$ cat src/rtl/mouse_click_ctrl_if.sv
// rtl/mouse_click_ctrl_if.sv - mouse button/pointer/hotspot bus between mouse front end and click qualifier
interface mouse_click_ctrl_if #(
    parameter int NUM_BTN = 2
);
    logic                   leftButton;
    logic                   rightButton;
    logic [9:0]             mouse_x;
    logic [9:0]             mouse_y;
    logic [NUM_BTN-1:0]     btn_en;
    logic [10*NUM_BTN-1:0]  btn_x0;
    logic [10*NUM_BTN-1:0]  btn_x1;
    logic [10*NUM_BTN-1:0]  btn_y0;
    logic [10*NUM_BTN-1:0]  btn_y1;
    logic [NUM_BTN-1:0]     click;
    logic [NUM_BTN-1:0]     hover;
    logic                   armed;
    logic                   cancel;

    modport master (
        output leftButton, rightButton, mouse_x, mouse_y,
        output btn_en, btn_x0, btn_x1, btn_y0, btn_y1,
        input  click, hover, armed, cancel
    );

    modport slave (
        input  leftButton, rightButton, mouse_x, mouse_y,
        input  btn_en, btn_x0, btn_x1, btn_y0, btn_y1,
        output click, hover, armed, cancel
    );
endinterface

$ cat src/rtl/mouse_click_ctrl.sv
// rtl/mouse_click_ctrl.sv - debounced mouse button to qualified one-cycle hotspot click pulses
module mouse_click_ctrl #(
    parameter int NUM_BTN      = 2,
    parameter int DEBOUNCE_CYC = 4,
    parameter int MAX_HOLD_CYC = 4095
) (
    input  logic                  Clk,
    input  logic                  Reset_n,
    mouse_click_ctrl_if.slave     bus
);
    localparam int IDXW  = (NUM_BTN > 1) ? $clog2(NUM_BTN) : 1;
    localparam int DBW   = $clog2(DEBOUNCE_CYC + 1);
    localparam int HCW   = $clog2(MAX_HOLD_CYC + 1);
    localparam int QUIET = DEBOUNCE_CYC + 2;
    localparam int QW    = $clog2(QUIET + 1);

    typedef enum logic [1:0] {S_IDLE, S_ARMED, S_WAIT_REL} state_t;

    state_t             r_state;
    logic               r_sync1, r_sync2, r_db;
    logic [DBW-1:0]     r_db_cnt;
    logic [QW-1:0]      r_quiet;
    logic [IDXW-1:0]    r_idx;
    logic [HCW-1:0]     r_hc;
    logic [NUM_BTN-1:0] r_click, r_hover;
    logic               r_armed, r_cancel;

    logic               w_db_next, w_rise, w_fall;
    logic [NUM_BTN-1:0] w_inside, w_win;
    logic               w_any, w_in_k, w_en_k, w_timeout;
    logic [IDXW-1:0]    w_win_idx;

    // Edges are taken from the next debounced value so the FSM reacts in the toggle cycle
    always_comb begin
        w_db_next = r_db;
        if ((r_sync2 != r_db) && (r_db_cnt == DBW'(DEBOUNCE_CYC - 1)))
            w_db_next = ~r_db;
    end
    assign w_rise = w_db_next & ~r_db;
    assign w_fall = ~w_db_next & r_db;

    always_comb begin
        w_inside  = '0;
        w_win     = '0;
        w_any     = 1'b0;
        w_win_idx = '0;
        for (int k = 0; k < NUM_BTN; k++) begin
            w_inside[k] = (bus.mouse_x >= bus.btn_x0[10*k +: 10]) && (bus.mouse_x <= bus.btn_x1[10*k +: 10]) &&
                          (bus.mouse_y >= bus.btn_y0[10*k +: 10]) && (bus.mouse_y <= bus.btn_y1[10*k +: 10]);
        end
        for (int k = NUM_BTN - 1; k >= 0; k--) begin
            if (w_inside[k] && bus.btn_en[k]) begin
                w_any     = 1'b1;
                w_win_idx = IDXW'(k);
                w_win     = '0;
                w_win[k]  = 1'b1;
            end
        end
    end

    assign w_in_k    = w_inside[r_idx];
    assign w_en_k    = bus.btn_en[r_idx];
    assign w_timeout = (r_hc >= HCW'(MAX_HOLD_CYC - 1));

    always_ff @(posedge Clk or negedge Reset_n) begin
        if (!Reset_n) begin
            r_state  <= S_WAIT_REL;
            r_sync1  <= 1'b0;
            r_sync2  <= 1'b0;
            r_db     <= 1'b0;
            r_db_cnt <= '0;
            r_quiet  <= '0;
            r_idx    <= '0;
            r_hc     <= '0;
            r_click  <= '0;
            r_hover  <= '0;
            r_armed  <= 1'b0;
            r_cancel <= 1'b0;
        end else begin
            r_sync1 <= bus.leftButton | bus.rightButton;
            r_sync2 <= r_sync1;
            if ((r_sync2 != r_db) && (r_db_cnt != DBW'(DEBOUNCE_CYC - 1)))
                r_db_cnt <= r_db_cnt + 1'b1;
            else
                r_db_cnt <= '0;
            r_db <= w_db_next;
            // Quiet counter lets WAIT_REL exit after reset when nothing is held
            if (r_sync2)
                r_quiet <= '0;
            else if (r_quiet != QW'(QUIET))
                r_quiet <= r_quiet + 1'b1;
            r_hover  <= w_win;
            r_click  <= '0;
            r_cancel <= 1'b0;
            case (r_state)
                S_IDLE: begin
                    if (w_rise) begin
                        if (w_any) begin
                            r_state <= S_ARMED;
                            r_idx   <= w_win_idx;
                            r_hc    <= '0;
                            r_armed <= 1'b1;
                        end else begin
                            r_state <= S_WAIT_REL;
                        end
                    end
                end
                S_ARMED: begin
                    if (r_hc != HCW'(MAX_HOLD_CYC))
                        r_hc <= r_hc + 1'b1;
                    if (w_fall && w_in_k && w_en_k && (r_hc < HCW'(MAX_HOLD_CYC))) begin
                        r_click[r_idx] <= 1'b1;
                        r_armed        <= 1'b0;
                        r_state        <= S_IDLE;
                    end else if (!w_in_k || !w_en_k || w_timeout) begin
                        r_cancel <= 1'b1;
                        r_armed  <= 1'b0;
                        r_state  <= w_db_next ? S_WAIT_REL : S_IDLE;
                    end
                end
                S_WAIT_REL: begin
                    if (w_fall || (!r_db && (r_quiet == QW'(QUIET))))
                        r_state <= S_IDLE;
                end
                default: r_state <= S_WAIT_REL;
            endcase
        end
    end

    assign bus.click  = r_click;
    assign bus.hover  = r_hover;
    assign bus.armed  = r_armed;
    assign bus.cancel = r_cancel;
endmodule

$ cat src/flat_wrapper.sv
// flat-port wrapper written by rule: the top's interface ports become plain ports
module mouse_click_ctrl_flat 
#(
    parameter int NUM_BTN      = 2,
    parameter int DEBOUNCE_CYC = 4,
    parameter int MAX_HOLD_CYC = 4095
)
  (Clk, Reset_n, bus_leftButton, bus_rightButton, bus_mouse_x, bus_mouse_y, bus_btn_en, bus_btn_x0, bus_btn_x1, bus_btn_y0, bus_btn_y1, bus_click, bus_hover, bus_armed, bus_cancel);
  mouse_click_ctrl_if #(.NUM_BTN(NUM_BTN)) bus_i ();
  input  logic Clk;
  input  logic Reset_n;
  input wire logic [$bits(bus_i.leftButton)-1:0] bus_leftButton;
  input wire logic [$bits(bus_i.rightButton)-1:0] bus_rightButton;
  input wire logic [$bits(bus_i.mouse_x)-1:0] bus_mouse_x;
  input wire logic [$bits(bus_i.mouse_y)-1:0] bus_mouse_y;
  input wire logic [$bits(bus_i.btn_en)-1:0] bus_btn_en;
  input wire logic [$bits(bus_i.btn_x0)-1:0] bus_btn_x0;
  input wire logic [$bits(bus_i.btn_x1)-1:0] bus_btn_x1;
  input wire logic [$bits(bus_i.btn_y0)-1:0] bus_btn_y0;
  input wire logic [$bits(bus_i.btn_y1)-1:0] bus_btn_y1;
  output wire logic [$bits(bus_i.click)-1:0] bus_click;
  output wire logic [$bits(bus_i.hover)-1:0] bus_hover;
  output wire logic [$bits(bus_i.armed)-1:0] bus_armed;
  output wire logic [$bits(bus_i.cancel)-1:0] bus_cancel;
  assign bus_i.leftButton = bus_leftButton;
  assign bus_i.rightButton = bus_rightButton;
  assign bus_i.mouse_x = bus_mouse_x;
  assign bus_i.mouse_y = bus_mouse_y;
  assign bus_i.btn_en = bus_btn_en;
  assign bus_i.btn_x0 = bus_btn_x0;
  assign bus_i.btn_x1 = bus_btn_x1;
  assign bus_i.btn_y0 = bus_btn_y0;
  assign bus_i.btn_y1 = bus_btn_y1;
  assign bus_click = bus_i.click;
  assign bus_hover = bus_i.hover;
  assign bus_armed = bus_i.armed;
  assign bus_cancel = bus_i.cancel;
  mouse_click_ctrl #(.NUM_BTN(NUM_BTN), .DEBOUNCE_CYC(DEBOUNCE_CYC), .MAX_HOLD_CYC(MAX_HOLD_CYC)) u_core (.Clk(Clk), .Reset_n(Reset_n), .bus(bus_i));
endmodule
$ cat config.mk
export PLATFORM = sky130hd
export DESIGN_NAME = mouse_click_ctrl_flat
export DESIGN_NICKNAME = d
export VERILOG_FILES = /design/src/rtl/mouse_click_ctrl_if.sv /design/src/rtl/mouse_click_ctrl.sv /design/src/flat_wrapper.sv
export SDC_FILE = /design/constraint.sdc
export NUM_CORES = 1
export LEC_CHECK = 0
export ABC_AREA = 1
export BUFFER_PORTS_ARGS = -buffer_cell sky130_fd_sc_hd__clkbuf_2
export CORE_MARGIN = 2
export CORE_UTILIZATION = 48
export DETAILED_ROUTE_END_ITERATION = 8
export GPL_ROUTABILITY_DRIVEN = 0
export GPL_TIMING_DRIVEN = 0
export PLACE_DENSITY_LB_ADDON = 0.05
export SLEW_MARGIN = 40
export SYNTH_ARGS = -nofsm -noshare
export SYNTH_HDL_FRONTEND = slang
export SYNTH_SLANG_ARGS = --single-unit
$ cat constraint.sdc
create_clock -name Clk -period 1.5 [get_ports Clk]
set_input_delay 0.15 -clock Clk [delete_from_list [all_inputs] [get_ports Clk]]
set_output_delay 0.15 -clock Clk [all_outputs]
set_load 0.005 [all_outputs]
Yosys cells after proc, flatten, opt, wreduce, memory -nomap -nowiden. Index checks and enable logic that the tools add are counted.

Bits in registers: 30. Word-level logic and storage cells: 109. Bits of input ports: 106.

Reductions and logical operators: 28. Bitwise logic cells: 5. Add/sub/neg operators: 3. Magnitude comparators: 12. Equal/unequal tests: 13. Muxes and demuxes: 36.

Operators by type and width (count): $ge 10x10->1 (4); $le 10x10->1 (4); $mux 12 (3); $pmux 12 s2 (1); $mux 2 (10); $mux 1 (16); $logic_and 1x1->1 (15); $add 12x1->12 const B (1); $ge 12x12->1 const B (1); $lt 12x12->1 const B (1); $ne 12x12->1 const B (1); $mux 3 (3); $ne 2x1->1 const B (4); $reduce_and 4->1 (2); $add 3x1->3 const B (2); $pmux 2 s3 (1); $reduce_and 3->1 (2); $reduce_bool 2->1 (2); $eq 3x2->1 const B (1); $eq 3x3->1 const B (1); $logic_not 1->1 (3); $logic_or 1x1->1 (3); $ne 3x1->1 const B (1); $ne 3x2->1 const B (1); other kinds (12) (14).

Depth between registers and ports, before layout.
Word-level depth: 12. Mapped depth: 18. Depth with buffers taken out: 17.

Worst setup path before layout. No wires, ideal clock.

Path type: input port to flip-flop. From: input port bus_btn_y0[9]. To: register u_core.r_hc[8]. Path slack: -0.146 ns. Stages: 16. Arrival: 1.515 ns. Required time: 1.368 ns. Cells stage by stage: inv_1 ha_1 nand2_1 nor2_2 nand3_1 nand3_1 nand2_1 nor2_2 nand3_2 nand3_2 nand2_2 inv_2 nand2_2 buf_6 nand2_2 o21ai_2.

Word-level cells in the longest chain between the ends: 7.

RTL lines: start: declaration (line flat_wrapper.sv:19) `input wire logic [$bits(bus_i.btn_y0)-1:0] bus_btn_y0;`; $ge 10x10->1 (line mouse_click_ctrl.sv:49) `(bus.mouse_y >= bus.btn_y0[10*k +: 10]) && (bus.mouse_y <= bus.btn_y1[10*k +: 10]);`; $logic_and 1x1->1 (line mouse_click_ctrl.sv:48) `w_inside[k] = (bus.mouse_x >= bus.btn_x0[10*k +: 10]) && (bus.mouse_x <= bus.btn_x1[10*k +: 10]) &&`; $logic_and 1x1->1 (line mouse_click_ctrl.sv:49); $logic_and 1x1->1 (line mouse_click_ctrl.sv:52) `if (w_inside[k] && bus.btn_en[k]) begin`; $mux 1 (line mouse_click_ctrl.sv:52); $ne 2x1->1 (no line); $reduce_and 4->1 (no line); end signal: assignment (line mouse_click_ctrl.sv:110) `r_hc <= r_hc + 1'b1;`; end: declaration (line mouse_click_ctrl.sv:24) `logic [HCW-1:0] r_hc;`.

No other way between the ends. A chain may end at the register's enable or synchronous reset.

Final worst setup path.
From: input port bus_mouse_x[5]. To: register u_core.r_hc[3].

Word-level cells in the longest chain between the ends: 9.

RTL lines: start: declaration (line flat_wrapper.sv:14) `input wire logic [$bits(bus_i.mouse_x)-1:0] bus_mouse_x;`; $ge 10x10->1 / $le 10x10->1 (equally long branches) (line mouse_click_ctrl.sv:48); $logic_and 1x1->1 (2 in a row) (line mouse_click_ctrl.sv:48); $logic_and 1x1->1 (line mouse_click_ctrl.sv:49); $logic_and 1x1->1 (line mouse_click_ctrl.sv:52); $mux 1 (line mouse_click_ctrl.sv:52); $mux 1 * (line mouse_click_ctrl.sv:52); $ne 2x1->1 (no line) *; $reduce_and 4->1 (no line) *.

Mark *: on every way between the ends. The rest lies on a longest branch, timed or not.

==> out/metrics.cfg <==
[status]
run_status = finished with violations
failed_checks = setup timing

[layout]
multi_input_area_mm2 = 0.00325
antenna_cells = 0
layout-drive-gt1-share_pct = 44.4
fin_nets = 870
area_delta_synth_final_pct = 48.1
regArea_um2 = 752
utilization_pct = 73.2
final_area_mm2 = 0.00563
nFillCells = 620

[clocking]
h-tree-depth = 2
ctsRootBufferMaster = clkbuf_8
insertion_delay_ps = 290
cts_buffer_depth = 2
clkTransAtPathRegs_ps = 60
cts_buffers = 5
cts.sinks = 30
cts_tree = yes

[sta]
clock_skew_ps = 5.69
slew_headroom_pct = 55.3
worstMarginPinSlew_ps = 671
hold_viol_final = 0
post-route-min-period_ps = 1620
post-route-period-util_pct = 108
setup_violations = 15
maxSlewViolCount = 0
setup_ws_ps = -120
rsz0062_at_grt = yes
fmax_mhz = 617

[min_path]
hp-start = bus_leftButton
hp-class = in2reg
whs_endpoint = u_core.r_sync1$_DFF_PN0_
hold_depth = 2

[flow_run]
maxCapViolations = 0

[placed_design]
place_area_mm2 = 0.00490
dp_hpwl_um = 7510
io_buffers = 111

[global_routing]
grt_max_degree = 31
grt_antenna_before_repair = 0
grt_overflow_total = 0
grt.total_usage_pct = 22.4
grt_pass1_vias = 3761
grt_pass1_wl_um = 15900

[route]
vias = 3783
dr.first_iter.drc_count = 65
drtAntennaViolNets = 0
via_per_inst = 4.85
drc_errors = 0
drt_pass1_iterations = 4
wirelength_um = 9360
routedWlPerCell_um = 12.0

[worst_setup_path]
start_kind = input port
crit_arrival_ps = 1790
reg2reg_from = u_core.r_hc[0]$_DFFE_PN0P_
r2r_slack_ps = -90
r2r_cells = 9
worstSetupPathType = in2reg
reg2reg_to = u_core.r_hc[3]$_DFFE_PN0P_
cp.required_ps = 1670
cp_max_fo = 7
endpoint_kind = flip-flop

[synth]
synth.area.top_cells = ha_1 29%, dfrtp_1 19%, inv_1 12%
syn_area_per_cell_um2 = 6.99
synth_top_area_cell = ha_1
synth_cell_types = 32
seq_area_frac_synth_pct = 19.8
synth.top_cell.area_share_pct = 28.6
yosys_warnings = 0
syn_area_mm2 = 0.00380
syn-instance-count = 544
ys_ff_latch = 30
syn_nets = 737
synth_edf_count = 0
synth-main-ff-cell = dfrtp_1
synthArstFlopShare_pct = 100
ys_top_cells_by_count = 126 x inv_1, 126 x nand2_1, 87 x ha_1

[die]
floorplan.initialDensity_pct = 49.4
dieArea_mm2 = 0.00864
die_w_um = 93.0
die_h_um = 93.0
core-area_mm2 = 0.00769
num_io_pins = 112
rows = 32

[power_and_ir_drop]
power_density_mw_per_mm2 = 620
ir_drop_uv = 608
p_leak_nw = 2.94

cell families (layout without fill, tap and decap cells):
| group | after synthesis | count (layout) | share of synthesized area (%) |
|---|---|---|---|
| and+or+nand+nor | 227 | 227 | 26.3 |
| buffers and inverters | 132 | 266 | 13.4 |
| adders and majority gates | 87 | 87 | 28.6 |
| AOI/OAI and AO/OA | 58 | 58 | 9.55 |
| DFF | 30 | 30 | 19.8 |
| xor gates and xnor gates | 10 | 10 | 2.31 |
worst max-delay path: stages:
cell and delay (ps):
clkbuf_8 140, ha_4 240, nand2_2 70, inv_2 40, nand2_1 50, nand2_1 50
nand2_1 60, nand3_1 90, nor2_2 200, nor2_4 70, nand3_2 90, nand3_4 90
buf_4 150, and3_4 180, nand2_2 70, o21ai_2 50
registers in the layout, summed over array words and instances (netlist names):
name	cells
u_core.r_hc	12
u_core.r_db	1
u_core.bus.cancel	1
u_core.r_idx	1
u_core.bus.armed	1
u_core.r_state	2
u_core.r_quiet	3
u_core.bus.hover	2
u_core.r_sync1	1
u_core.r_db_cnt	3
u_core.r_sync2	1
u_core.bus.click	2
per-layer routing:
metal	global-route usage, %	vias to the layer above	part of all wire (%)
li1	-	1981	-
met1	27.6	1684	43
met2	40.5	101	49
met3	3.46	17	5.3
met4	5.76	0	2.0
met5	0	-	0
timing repair:
| action | CTS | global route |
|---|---|---|
| hold buffers | 1 | 0 |
| endpoints found under the setup margin | 19 | 19 |
| resized for setup | 72 | 39 |
| endpoints found under the hold margin | 29 | 0 |
| gates cloned | 1 | 0 |
| pin swaps | 33 | 17 |
| buffers inserted | 11 | 3 |
worst max path at each step:
stage	startpoint	to	slack, ps	depth (start not counted)
after floorplan	bus_btn_x0[1]	u_core.r_hc[8]$_DFFE_PN0P_	-90	16
after global placement	bus_mouse_y[7]	u_core.r_hc[8]$_DFFE_PN0P_	-510	16
after detailed placement	bus_mouse_y[7]	u_core.r_hc[8]$_DFFE_PN0P_	-530	16
after CTS	bus_mouse_x[3]	u_core.r_hc[8]$_DFFE_PN0P_	-100	16
after global routing	bus_mouse_x[5]	u_core.r_hc[0]$_DFFE_PN0P_	-240	16
final	bus_mouse_x[5]	u_core.r_hc[3]$_DFFE_PN0P_	-120	16
layout make-up:
type / count / share of cell area [%]
multi-input combinational: 382 / 57.7
timing repair buffer: 127 / 15.3
sequential: 30 / 13.4
inverter: 129 / 9.32
tap: 102 / 2.27
clock buffer: 6 / 1.47
buffer: 2 / 0.356
clock inverter: 2 / 0.222
through the flow:
step / hold slack (ps) / cells / setup slack [ps] / setup TNS (ps) / power, mW
after global placement: 248 / 757 / -506 / -7690 / 2.37
after floorplan: -146 / 544 / -88.2 / -642 / 1.98
after detailed placement: 253 / 757 / -525 / -7970 / 2.44
after CTS: 45.0 / 777 / -101 / -961 / 3.39
after global routing: 56.4 / 780 / -236 / -3150 / 3.80
final: 50.0 / 780 / -120 / -1290 / 3.49
report_power, final:
group / switching, mW / total (mW) / internal, mW / leakage [nW]
Sequential: 0.121 / 1.05 / 0.934 / 0.397
Clock: 0.323 / 0.691 / 0.368 / 0.0472
Combinational: 0.930 / 1.74 / 0.811 / 2.50
Total: 1.37 / 3.49 / 2.11 / 2.94
placed cells by master, fill, tap and decap left out, types with 8 or more instances in the layout:
cell / count
a21oi_1: 20
nand3_2: 8
dfrtp_1: 29
clkbuf_8: 16
ha_1: 47
nor2_1: 30
buf_4: 14
nand3_1: 15
nand4_1: 10
inv_1: 84
nor2_2: 11
nand2_1: 103
ha_4: 37
o21ai_2: 10
inv_2: 35
nand2_2: 23
clkbuf_2: 92
Note: power is estimated with default switching activity, not from simulation.
